$ cat src/rtl/div_pkg.sv
// Shared definitions for the iterative divider.
//   WIDTH         - operand / quotient / remainder width
//   CNT_W         - iteration counter width, log2(WIDTH)
//   DIV_BY_ZERO_Q - quotient reported for a zero divisor
//   state_t       - controller state encoding
package div_pkg;

    localparam int WIDTH = 32;
    localparam int CNT_W = 5;

    localparam logic [31:0] DIV_BY_ZERO_Q = 32'hFFFF_FFFF;

    typedef enum logic [2:0] {
        S_IDLE = 3'd0,
        S_CALC = 3'd1,
        S_FIX  = 3'd2,
        S_ZERO = 3'd3,
        S_DONE = 3'd4
    } state_t;

endpackage

$ cat src/rtl/div_step.sv
// One restoring-division iteration (purely combinational).
//   part     - partial remainder with the next dividend bit shifted in (WIDTH+1)
//   dsr      - divisor magnitude, zero-extended (WIDTH+1)
//   rem_next - partial remainder after the trial subtraction
//   q_bit    - quotient bit produced by this iteration
module div_step #(
    parameter int WIDTH = 32
) (
    input  logic [WIDTH:0]   part,
    input  logic [WIDTH:0]   dsr,
    output logic [WIDTH-1:0] rem_next,
    output logic             q_bit
);
    import div_pkg::*;

    // The remainder after a successful subtraction is always below the
    // divisor, and a restored remainder is also below the divisor, so the
    // top bit of the (WIDTH+1)-bit partial remainder is always zero here.
    always_comb begin
        q_bit    = (part >= dsr);
        rem_next = part[WIDTH-1:0];
        if (q_bit) begin
            rem_next = WIDTH'(part - dsr);
        end else begin
            rem_next = part[WIDTH-1:0];
        end
    end

endmodule

$ cat src/rtl/div.sv
// Iterative radix-2 restoring divider, signed or unsigned.
//   div_clk, reset           - clock, asynchronous active-high reset
//   div_valid/div_ready      - request handshake; div_signed, x, y sampled at accept
//   cancel                   - abort any in-flight or held operation
//   out_valid/out_ready      - result handshake
//   s, r                     - quotient, remainder (registered, stable while held)
module div #(
    parameter int WIDTH = 32,
    parameter int CNT_W = 5
) (
    input  logic             div_clk,
    input  logic             reset,
    input  logic             div_valid,
    output logic             div_ready,
    input  logic             div_signed,
    input  logic [WIDTH-1:0] x,
    input  logic [WIDTH-1:0] y,
    input  logic             cancel,
    output logic             out_valid,
    input  logic             out_ready,
    output logic [WIDTH-1:0] s,
    output logic [WIDTH-1:0] r
);
    import div_pkg::*;

    // Magnitude of a WIDTH-bit value; as an unsigned result |-2^(WIDTH-1)|
    // is representable without an extra bit.
    function automatic logic [WIDTH-1:0] mag_f(input logic [WIDTH-1:0] v, input logic neg);
        mag_f = neg ? (~v + {{(WIDTH-1){1'b0}}, 1'b1}) : v;
    endfunction

    state_t           state_r;
    logic [CNT_W-1:0] cnt_r;
    logic [WIDTH-1:0] dvd_r;     // dividend bits shifting out, quotient bits shifting in
    logic [WIDTH-1:0] rem_r;     // partial remainder
    logic [WIDTH-1:0] dsr_r;     // divisor magnitude
    logic             q_neg_r;
    logic             r_neg_r;

    logic [WIDTH:0]   part_s;
    logic [WIDTH-1:0] rem_next_s;
    logic             q_bit_s;

    // Next partial remainder takes the top not-yet-consumed dividend bit.
    always_comb begin
        part_s = {rem_r, dvd_r[WIDTH-1]};
    end

    div_step #(.WIDTH(WIDTH)) u_step (
        .part     (part_s),
        .dsr      ({1'b0, dsr_r}),
        .rem_next (rem_next_s),
        .q_bit    (q_bit_s)
    );

    // Controller and datapath registers.
    always_ff @(posedge div_clk or posedge reset) begin
        if (reset) begin
            state_r   <= S_IDLE;
            cnt_r     <= {CNT_W{1'b0}};
            dvd_r     <= {WIDTH{1'b0}};
            rem_r     <= {WIDTH{1'b0}};
            dsr_r     <= {WIDTH{1'b0}};
            q_neg_r   <= 1'b0;
            r_neg_r   <= 1'b0;
            div_ready <= 1'b1;
            out_valid <= 1'b0;
            s         <= {WIDTH{1'b0}};
            r         <= {WIDTH{1'b0}};
        end else if (cancel) begin
            // Cancel wins over both an accept and a result handshake.
            state_r   <= S_IDLE;
            div_ready <= 1'b1;
            out_valid <= 1'b0;
        end else begin
            case (state_r)
                S_IDLE: begin
                    if (div_valid) begin
                        q_neg_r   <= div_signed & (x[WIDTH-1] ^ y[WIDTH-1]);
                        r_neg_r   <= div_signed & x[WIDTH-1];
                        dsr_r     <= mag_f(y, div_signed & y[WIDTH-1]);
                        rem_r     <= {WIDTH{1'b0}};
                        cnt_r     <= CNT_W'(WIDTH - 1);
                        div_ready <= 1'b0;
                        if (y != {WIDTH{1'b0}}) begin
                            dvd_r   <= mag_f(x, div_signed & x[WIDTH-1]);
                            state_r <= S_CALC;
                        end else begin
                            // Raw dividend is kept: it is reported as the remainder.
                            dvd_r   <= x;
                            state_r <= S_ZERO;
                        end
                    end else begin
                        div_ready <= 1'b1;
                    end
                end
                S_CALC: begin
                    rem_r <= rem_next_s;
                    dvd_r <= {dvd_r[WIDTH-2:0], q_bit_s};
                    if (cnt_r == {CNT_W{1'b0}}) begin
                        state_r <= S_FIX;
                    end else begin
                        cnt_r <= cnt_r - {{(CNT_W-1){1'b0}}, 1'b1};
                    end
                end
                S_FIX: begin
                    s       <= q_neg_r ? (~dvd_r + {{(WIDTH-1){1'b0}}, 1'b1}) : dvd_r;
                    r       <= r_neg_r ? (~rem_r + {{(WIDTH-1){1'b0}}, 1'b1}) : rem_r;
                    state_r <= S_DONE;
                end
                S_ZERO: begin
                    s       <= WIDTH'(DIV_BY_ZERO_Q);
                    r       <= dvd_r;
                    state_r <= S_DONE;
                end
                S_DONE: begin
                    // out_valid rises one cycle after entering DONE; the
                    // handshake only counts once it is visible.
                    if (!out_valid) begin
                        out_valid <= 1'b1;
                    end else if (out_ready) begin
                        out_valid <= 1'b0;
                        div_ready <= 1'b1;
                        state_r   <= S_IDLE;
                    end else begin
                        out_valid <= 1'b1;
                    end
                end
                default: begin
                    state_r   <= S_IDLE;
                    div_ready <= 1'b1;
                    out_valid <= 1'b0;
                end
            endcase
        end
    end

endmodule

$ cat config.mk
export PLATFORM = sky130hd
export DESIGN_NAME = div
export DESIGN_NICKNAME = d
export VERILOG_FILES = /design/src/rtl/div_pkg.sv /design/src/rtl/div_step.sv /design/src/rtl/div.sv
export SDC_FILE = /design/constraint.sdc
export NUM_CORES = 1
export LEC_CHECK = 0
export ABC_AREA = 1
export BUFFER_PORTS_ARGS = -buffer_cell sky130_fd_sc_hd__buf_2
export CORE_MARGIN = 10
export CORE_UTILIZATION = 50
export CTS_CLUSTER_SIZE = 30
export DETAILED_ROUTE_END_ITERATION = 8
export PLACE_DENSITY = 0.75
export RECOVER_POWER = 50
export SLEW_MARGIN = 5
export SYNTH_ARGS = -nofsm -noshare
export SYNTH_HDL_FRONTEND = slang
export SYNTH_SLANG_ARGS = --single-unit
$ cat constraint.sdc
create_clock -name div_clk -period 6.2 [get_ports div_clk]
set_input_delay 0.93 -clock div_clk [delete_from_list [all_inputs] [get_ports div_clk]]
set_output_delay 0.93 -clock div_clk [all_outputs]
set_load 0.05 [all_outputs]
# --- Yosys cells after proc, flatten, opt, wreduce, memory -nomap -nowiden ---
# Cells that the tools add are included.
totals:
  mem_count: 0
  wordCells: 84
  out_inout_bits: 66
  rom_bits: 0
  latch_bits: 0
  ff_bits: 172
  in_bits: 70
  ramBits: 0
op_classes:
  mux: 31
  div: 0
  bitwise_logic: 9
  n_mul: 0
  shifts: 0
  n_reduce_logical: 14
  add_sub_neg: 6
  magnitude_cmp: 1
  eq_ne: 12
ops:
  columns: ["cell", "count"]
  rows:
  - ["$mux 32", 8]
  - ["$pmux 32 s2", 4]
  - ["$add 32x1->32 const B", 4]
  - ["$not 32->32", 4]
  - ["$ge 33x32->1", 1]
  - ["$reduce_bool 32->1", 1]
  - ["$sub 32x32->32", 1]
  - ["$mux 3", 5]
  - ["$ne 3x3->1 const B", 4]
  - ["$pmux 3 s4", 1]
  - ["$mux 5", 2]
  - ["$pmux 5 s2", 1]
  - ["$reduce_and 3->1", 3]
  - ["$reduce_and 4->1", 2]
  - ["$mux 1", 7]
  - ["$eq 3x2->1 const B", 2]
  - ["$logic_not 5->1", 1]
  - ["$sub 5x1->5 const B", 1]
  - ["$ne 2x1->1 const B", 2]
  - ["$ne 2x2->1 const B", 2]
  - ["$reduce_bool 2->1", 2]
  - ["$reduce_or 4->1", 1]
  - ["$and 1x1->1", 3]
  - ["$eq 3x1->1 const B", 1]
  - ["other kinds (10)", 10]

# --- Longest topological paths before layout ---
# Gate-level depths: netlist (run 1).
logic_depth:
  depth_word: 6
  mapped_depth: 17
  ltp_nobuf: 16

# --- Modules after synthesis ---
# Synthesis (run 1) repeated with hierarchy kept, for this count alone.
hier_totals:
  hier_cells: 2257
  area_unflattened_um2: 14052.2
by_module_without_submodules:
  columns: ["mod", "cells_each", "area_each_um2", "instances", "seq_area_each_um2"]
  rows:
  - ["div", 1606, 10831.6, 1, 4305.4]
  - ["div_step", 651, 3220.6, 1, 0.0]

# --- Least setup slack after synthesis (run 1) ---
# Ideal clock, no wire load.
synth_timing:
  kind: "input to register"
  start: "input port x[0]"
  end: "register dvd_r[30]"
  t_arrival_ps: 2306
  n_path_buf: 0
  setup_time_ps: 117
  required_ps: 6083
  path_stages: 11
  path_slack_ps: 3778
  path_cell_list: "inv_1 ha_1 nand3_1 nor2_1 nand3_1 nor2_1 nand4_1 nand3_1 nand3_1 nand2_1 nand2_1"
synth_via:
  elab_chain_cells: 6
synth_lines:
  columns: ["element", "line_no", "source"]
  rows:
  - ["start: declaration", "div.sv:16", "input logic [WIDTH-1:0] x,"]
  - ["$not 32->32", "div.sv:29", "mag_f = neg ? (~v + {{(WIDTH-1){1'b0}}, 1'b1}) : v;"]
  - ["$add 32x1->32", "div.sv:29", null]
  - ["$mux 32", "div.sv:29", null]
  - ["$mux 32", "div.sv:85", "if (y != {WIDTH{1'b0}}) begin"]
  - ["$mux 32", "div.sv:78", "if (div_valid) begin"]
  - ["$pmux 32 s2", "div.sv:76", "case (state_r)"]
  - ["end signal: assignment", "div.sv:61", "dvd_r <= {WIDTH{1'b0}};"]
  - ["end signal: assignment", "div.sv:86", "dvd_r <= mag_f(x, div_signed & x[WIDTH-1]);"]
  - ["end signal: assignment", "div.sv:99", "dvd_r <= {dvd_r[WIDTH-2:0], q_bit_s};"]
  - ["end: declaration", "div.sv:34", "logic [WIDTH-1:0] dvd_r;"]
# Every way passes these cells. The select of a mux whose other input is x is not followed.
# A chain may end at the register's enable or synchronous reset.

==> results of run 1 <==
==> area by class of cell <==
| class | instances | area [um2] | share of cell area (%) |
|---|---|---|---|
| inverter | 325 | 1220 | 8.17 |
| clock buffer | 17 | 425 | 2.85 |
| timing repair buffer | 148 | 679 | 4.54 |
| sequential | 172 | 4310 | 28.8 |
| multi-input combinational | 1633 | 7700 | 51.5 |
| clock inverter | 15 | 186 | 1.25 |
| tap | 341 | 427 | 2.85 |
==> critical path, cell delays in order <==
cell,delay (ns)
buf_2,0.10
clkinvlp_2,2.32
clkbuf_1,1.07
==> logic make-up (layout without fill, tap and decap cells) <==
kind of cell	after synthesis	count (layout)	synth area share, %
xor+xnor	58	58	3.75
simple gates	1282	1282	39.3
fa+ha+maj	39	39	3.66
compound gates	254	254	10.1
flops	172	172	31.8
buf+inv	395	505	11.4
==> layer usage <==
layer	part of all wire, %	vias to the layer above	track usage [%]
met5	0	-	0
met4	2.2	0	7.74
met3	7.5	68	4.51
met2	45	542	39.5
met1	45	6839	36.2
li1	-	7156	-
==> worst max path at each step <==
| stage | startpoint | end | slack, ns | depth (start not counted) |
|---|---|---|---|---|
| 2_1_floorplan | reset | cnt_r[0] | 0.61 | 1 |
| 3_3_place_gp | state_r[0] | dvd_r[2] | 2.47 | 11 |
| 3_5_place_dp | rem_r[6] | rem_r[19] | 2.33 | 13 |
| 4_1_cts | rem_r[6] | rem_r[21] | 2.28 | 13 |
| 5_1_grt | reset | rem_r[16] | 1.19 | 3 |
| 6_report | reset | rem_r[16] | 1.95 | 3 |
==> placed cells by master (no fill, tap or decap), types with 5 or more instances in the layout <==
cell       Yosys  routed
nor2_2         7       8
a31oi_1       15      15
xnor2_1       20      20
nand3_1      245     245
o21ai_0      103     103
nor4_1        10      10
buf_2         20      69
nor2_1       192     191
clkbuf_1      37      69
a21oi_1      101     101
ha_1          38      38
clkinv_8       0       5
nand3b_1      15      15
nand2_1      761     761
clkbuf_16      0      17
xor2_1        38      38
o22ai_1       12      12
or2_2          5       5
inv_1        319     317
dfrtp_1      171     171
nor3_1        24      24
nand4_1       17      17
o211ai_1       6       6
buf_4          3      10
==> power by group through the flow <==
| stage | clock network (mW) | logic (mW) | registers (mW) |
|---|---|---|---|
| global route | 1.17 | 4.07 | 1.89 |
| floorplan | 0 | 2.19 | 2.31 |
| detailed placement | 0 | 3.65 | 1.85 |
| global placement | 0 | 3.62 | 1.84 |
| CTS | 1.13 | 3.67 | 1.83 |
| finish | 1.12 | 3.67 | 1.85 |
==> through the flow <==
| stage | cells | util, % | setup slack (ns) | hold WS (ns) |
|---|---|---|---|---|
| after floorplan | 2200 | - | 0.612 | 0.449 |
| after global routing | 2651 | 55.8 | 1.19 | 0.509 |
| after detailed placement | 2619 | 53.9 | 2.33 | 0.461 |
| after global placement | 2619 | 53.9 | 2.47 | 0.457 |
| after CTS | 2651 | 56.2 | 2.28 | 0.482 |
| final | 2651 | 55.8 | 1.95 | 0.479 |
==> registers in the layout (all words and copies together), names as in the netlist <==
register and cells:
r 32, rem_r 32, out_valid 1, dvd_r 32, cnt_r 5, s 32, div_ready 1, dsr_r 32
state_r 3, r_neg_r 1, q_neg_r 1
==> impl_metrics.tcl, run 1 <==
set metrics [dict create \
    status "finished with violations" \
    violations "capacitance limit, slew limit" \
    cts_setup_buffers 0 \
    min_path_cells 2 \
    crit_path_end_kind "asynchronous set/reset pin" \
    power_density_nw_per_um2 444 \
    ys_types 41 \
    wire_per_inst_um 16.8 \
    post-dp-hpwl_um 34400 \
    clock_sinks 172 \
    via_per_inst 5.51 \
    grt-ovfl-total 0 \
    r2r_end "rem_r[19]" \
    combPwrFrac_pct 55.3 \
    maxSlewViolCount 182 \
    p_switching_mw 3.57 \
    cts_tree "yes" \
    syn_inst 2200 \
    max-clock-path-buffers 2 \
    power.leakage_nw 8.26 \
    areaGrowthSynthToFinish_pct 10.3 \
    p_seq_share_pct 27.8 \
    reg2regPathDepth 13 \
    min_to "r[19]" \
    startpoint_type "primary input" \
    hold_path_class "reg -> reg" \
    finalSetupViolations 0 \
    initial_core_util_pct 50.6 \
    synth_area_um2 13500 \
    ys_ff_latch 172 \
    syn_nets 2309 \
    crit_arrival_ns 4.60 \
    crit_type "in -> async" \
    worst_r2r_startpoint "rem_r[6]" \
    nets 2406 \
    p_clk_share_pct 16.9 \
    drive_gt1_share_pct 5.71 \
    hold_violations 0 \
    dieArea_um2 34100 \
    yosys_warnings 0 \
    fin_crit_ns 4.25 \
    synth_commonest_cells "761 x nand2_1, 319 x inv_1, 245 x nand3_1" \
    worstPathRequired_ns 6.54 \
    yosys.area.top_type_share_pct 31.6 \
    wl_um 44400 \
    initialDrtViolationCount 1704 \
    port_buffers 135 \
    ctsHoldBuffers 0 \
    root_buffer "clkbuf_16" \
    yosysTopAreaCell "dfrtp_1" \
    worst_hold_startpoint "r[19]" \
    fin_crit_sh_pct 68.6 \
    p_sw_share_pct 53.9 \
    ys_async_sr_fraction_pct 100 \
    cts_resized 0 \
    synth_flop_cell "dfrtp_1" \
    grt_pass1_wl_um 70600 \
    slew_headroom_pct -190 \
    reg2reg_slack_ns 2.26 \
    post-synth-top-count-cell "nand2_1" \
    stdcell_area_um2 14900 \
    place_congestion 1.02 \
    yosysSeqAreaShare_pct 31.8 \
    critPathMaxFanout 93 \
    grt_max_degree 94 \
    drcViolationCount 0 \
    via_count 14605 \
    die_y_um 185 \
    rsz0062_at_grt "no" \
    setup-tns-final_ns 0 \
    max_freq_ghz 0.235 \
    num_rows 60 \
    placed_area_um2 14400 \
    h-tree-depth 4 \
    n_antenna_cell 0 \
    grt_usage_pct 25.8 \
    clk_latency_ns 0.46 \
    final_antenna_net_count 0 \
    p_int_mw 3.06 \
    worst_pin_slew_ns 4.35 \
    max_cap_violations 3 \
    first_global_vias 13445 \
    n_fill_cell 2723 \
    finClkSkew_ns 0.0176 \
    synth_edf_count 0 \
    core_um2 26800 \
    antenna_found_initial 0 \
    syn_avg_cell_area_um2 6.16 \
    yosys-top-cells-area "dfrtp_1 32%, nand2_1 21%, nand3_1 9.0%" \
    die_w_um 185 \
    ioPinCount 136 \
    firstDrtPassIters 6 \
    numCtsBuffers 17 \
    peakVddDrop_mv 0.195 \
    clkTransAtPathRegs_ns 0.08 \
    power_mw 6.64 \
]
Note: power is estimated with default switching activity, not from simulation.
==> inputs of run 2 (changes only) <==
==> constraint.sdc (replaced) <==
create_clock -name div_clk -period 4.2 [get_ports div_clk]
set_input_delay 0.63 -clock div_clk [delete_from_list [all_inputs] [get_ports div_clk]]
set_output_delay 0.63 -clock div_clk [all_outputs]
set_load 0.05 [all_outputs]
==> run 2 against run 1 <==
Net effect: the run still ends with capacitance limit, slew limit left; sequential power rose by 50%; cell area rose by 0.68%; clock-buffer cell count did not move; power rose by 49%.
==> impl_metrics.tcl, run 2 (synthesis results as in run 1) <==
set metrics [dict create \
    n_antenna_cell 0 \
    crit_arrival_ns 3.66 \
    clock_sinks 172 \
    wire_per_inst_um 17.0 \
    crit_type "reg -> reg" \
    place_congestion 1.04 \
    instances_no_fill 2657 \
    maxSlewViolCount 46 \
    max_cap_violations 1 \
    ioPinCount 136 \
    die_w_um 185 \
    power_density_nw_per_um2 656 \
    nets 2412 \
    slew_headroom_pct -62.4 \
    initial_core_util_pct 50.6 \
    port_buffers 135 \
    placed_area_um2 14500 \
    firstDrtPassIters 6 \
    areaGrowthSynthToFinish_pct 11.1 \
    cts_setup_buffers 0 \
    final_common_cell "nand2_1" \
    critPathMaxFanout 60 \
    hold_path_class "in -> reg" \
    grt_usage_pct 26.2 \
    worst_pin_slew_ns 2.44 \
    hold_violations 0 \
    final_util_pct 56.2 \
    initialDrtViolationCount 1649 \
    max-clock-path-buffers 2 \
    antenna_found_initial 0 \
    dp.cells 2625 \
    core_um2 26800 \
    peakVddDrop_mv 0.301 \
    grt_pass1_wl_um 71700 \
    max_freq_ghz 0.306 \
    finalSetupViolations 0 \
    rsz0062_at_grt "no" \
    fin_crit_sh_pct 77.9 \
    finClkSkew_ns 0.0176 \
    layout_common_cells "761 x nand2_1, 317 x inv_1, 245 x nand3_1, 189 x nor2_1, 171 x dfrtp_1" \
    fin_crit_ns 3.27 \
    violations "capacitance limit, slew limit" \
    die_y_um 185 \
    post-dp-hpwl_um 34900 \
    first_global_vias 13336 \
    power.leakage_nw 8.40 \
    via_count 14567 \
    ctsHoldBuffers 0 \
    clk_latency_ns 0.45 \
    setup-tns-final_ns 0 \
    crit_path_end_kind "flop" \
    startpoint_type "flop" \
    status "finished with violations" \
    stdcell_area_um2 15100 \
    grt_max_degree 128 \
    drcViolationCount 0 \
    worstPathRequired_ns 4.59 \
    dieArea_um2 34100 \
    final_antenna_net_count 0 \
    cts_resized 0 \
    holdWs_ns 0.403 \
    numCtsBuffers 17 \
    h-tree-depth 4 \
    num_rows 60 \
    wl_um 45100 \
    root_buffer "clkbuf_16" \
    drive_gt1_share_pct 7.60 \
    grt-ovfl-total 0 \
    via_per_inst 5.48 \
    cts_tree "yes" \
    clkTransAtPathRegs_ns 0.08 \
]
-- run 2: layer usage --
metal	GRT usage [%]	share of wire, %	vias up
met2	40.3	44	599
met4	6.92	2.2	0
met1	37.0	45	6731
li1	-	-	7164
met3	4.75	8.1	73
met5	0	0	-
-- run 2: path summary, 6_finish.rpt --
path	from	endpoint	slack, ns	cells after the start
max in group asynchronous	reset	state_r[2]	1.65	3
max reg2reg	state_r[2]	dvd_r[17]	0.93	11
max	state_r[2]	dvd_r[17]	0.93	11
min reg2reg	r[4]	r[4]	0.49	2
min	cancel	state_r[1]	0.40	2
min in group asynchronous	reset	rem_r[26]	0.42	3
-- run 2: critical path, stage by stage, from the launching register on --
cell     delay, ns
dfrtp_1       0.40
inv_1         0.09
nand2_1       0.30
nor2_2        0.40
buf_4         0.44
inv_2         0.37
nor2_2        0.28
nor2_4        0.07
buf_4         0.32
a21oi_1       0.36
nand2_1       0.09
nand2_1       0.06
-- run 2: through the flow --
step | power [mW] | setup WS (ns)
after floorplan | 6.64 | 1.37
after global placement | 8.11 | 1.05
after detailed placement | 8.18 | 1.02
after CTS | 9.81 | 1.01
after global routing | 10.6 | 0.684
final | 9.87 | 0.929
-- run 2: where the power goes --
part           total [mW]  internal, mW  switching, mW
Clock                1.62         0.803          0.819
Combinational        5.47          1.53           3.94
Sequential           2.78          2.23          0.543
-- run 2: cell type report --
cell class | count | area (um2)
flip-flops and latches | 172 | 4310
clock inverters | 15 | 170
fillers | 2706 | 11800
inverters | 325 | 1220
well taps | 341 | 427
clock buffers | 17 | 425
multi-input cells | 1633 | 7710
repair buffers | 154 | 787
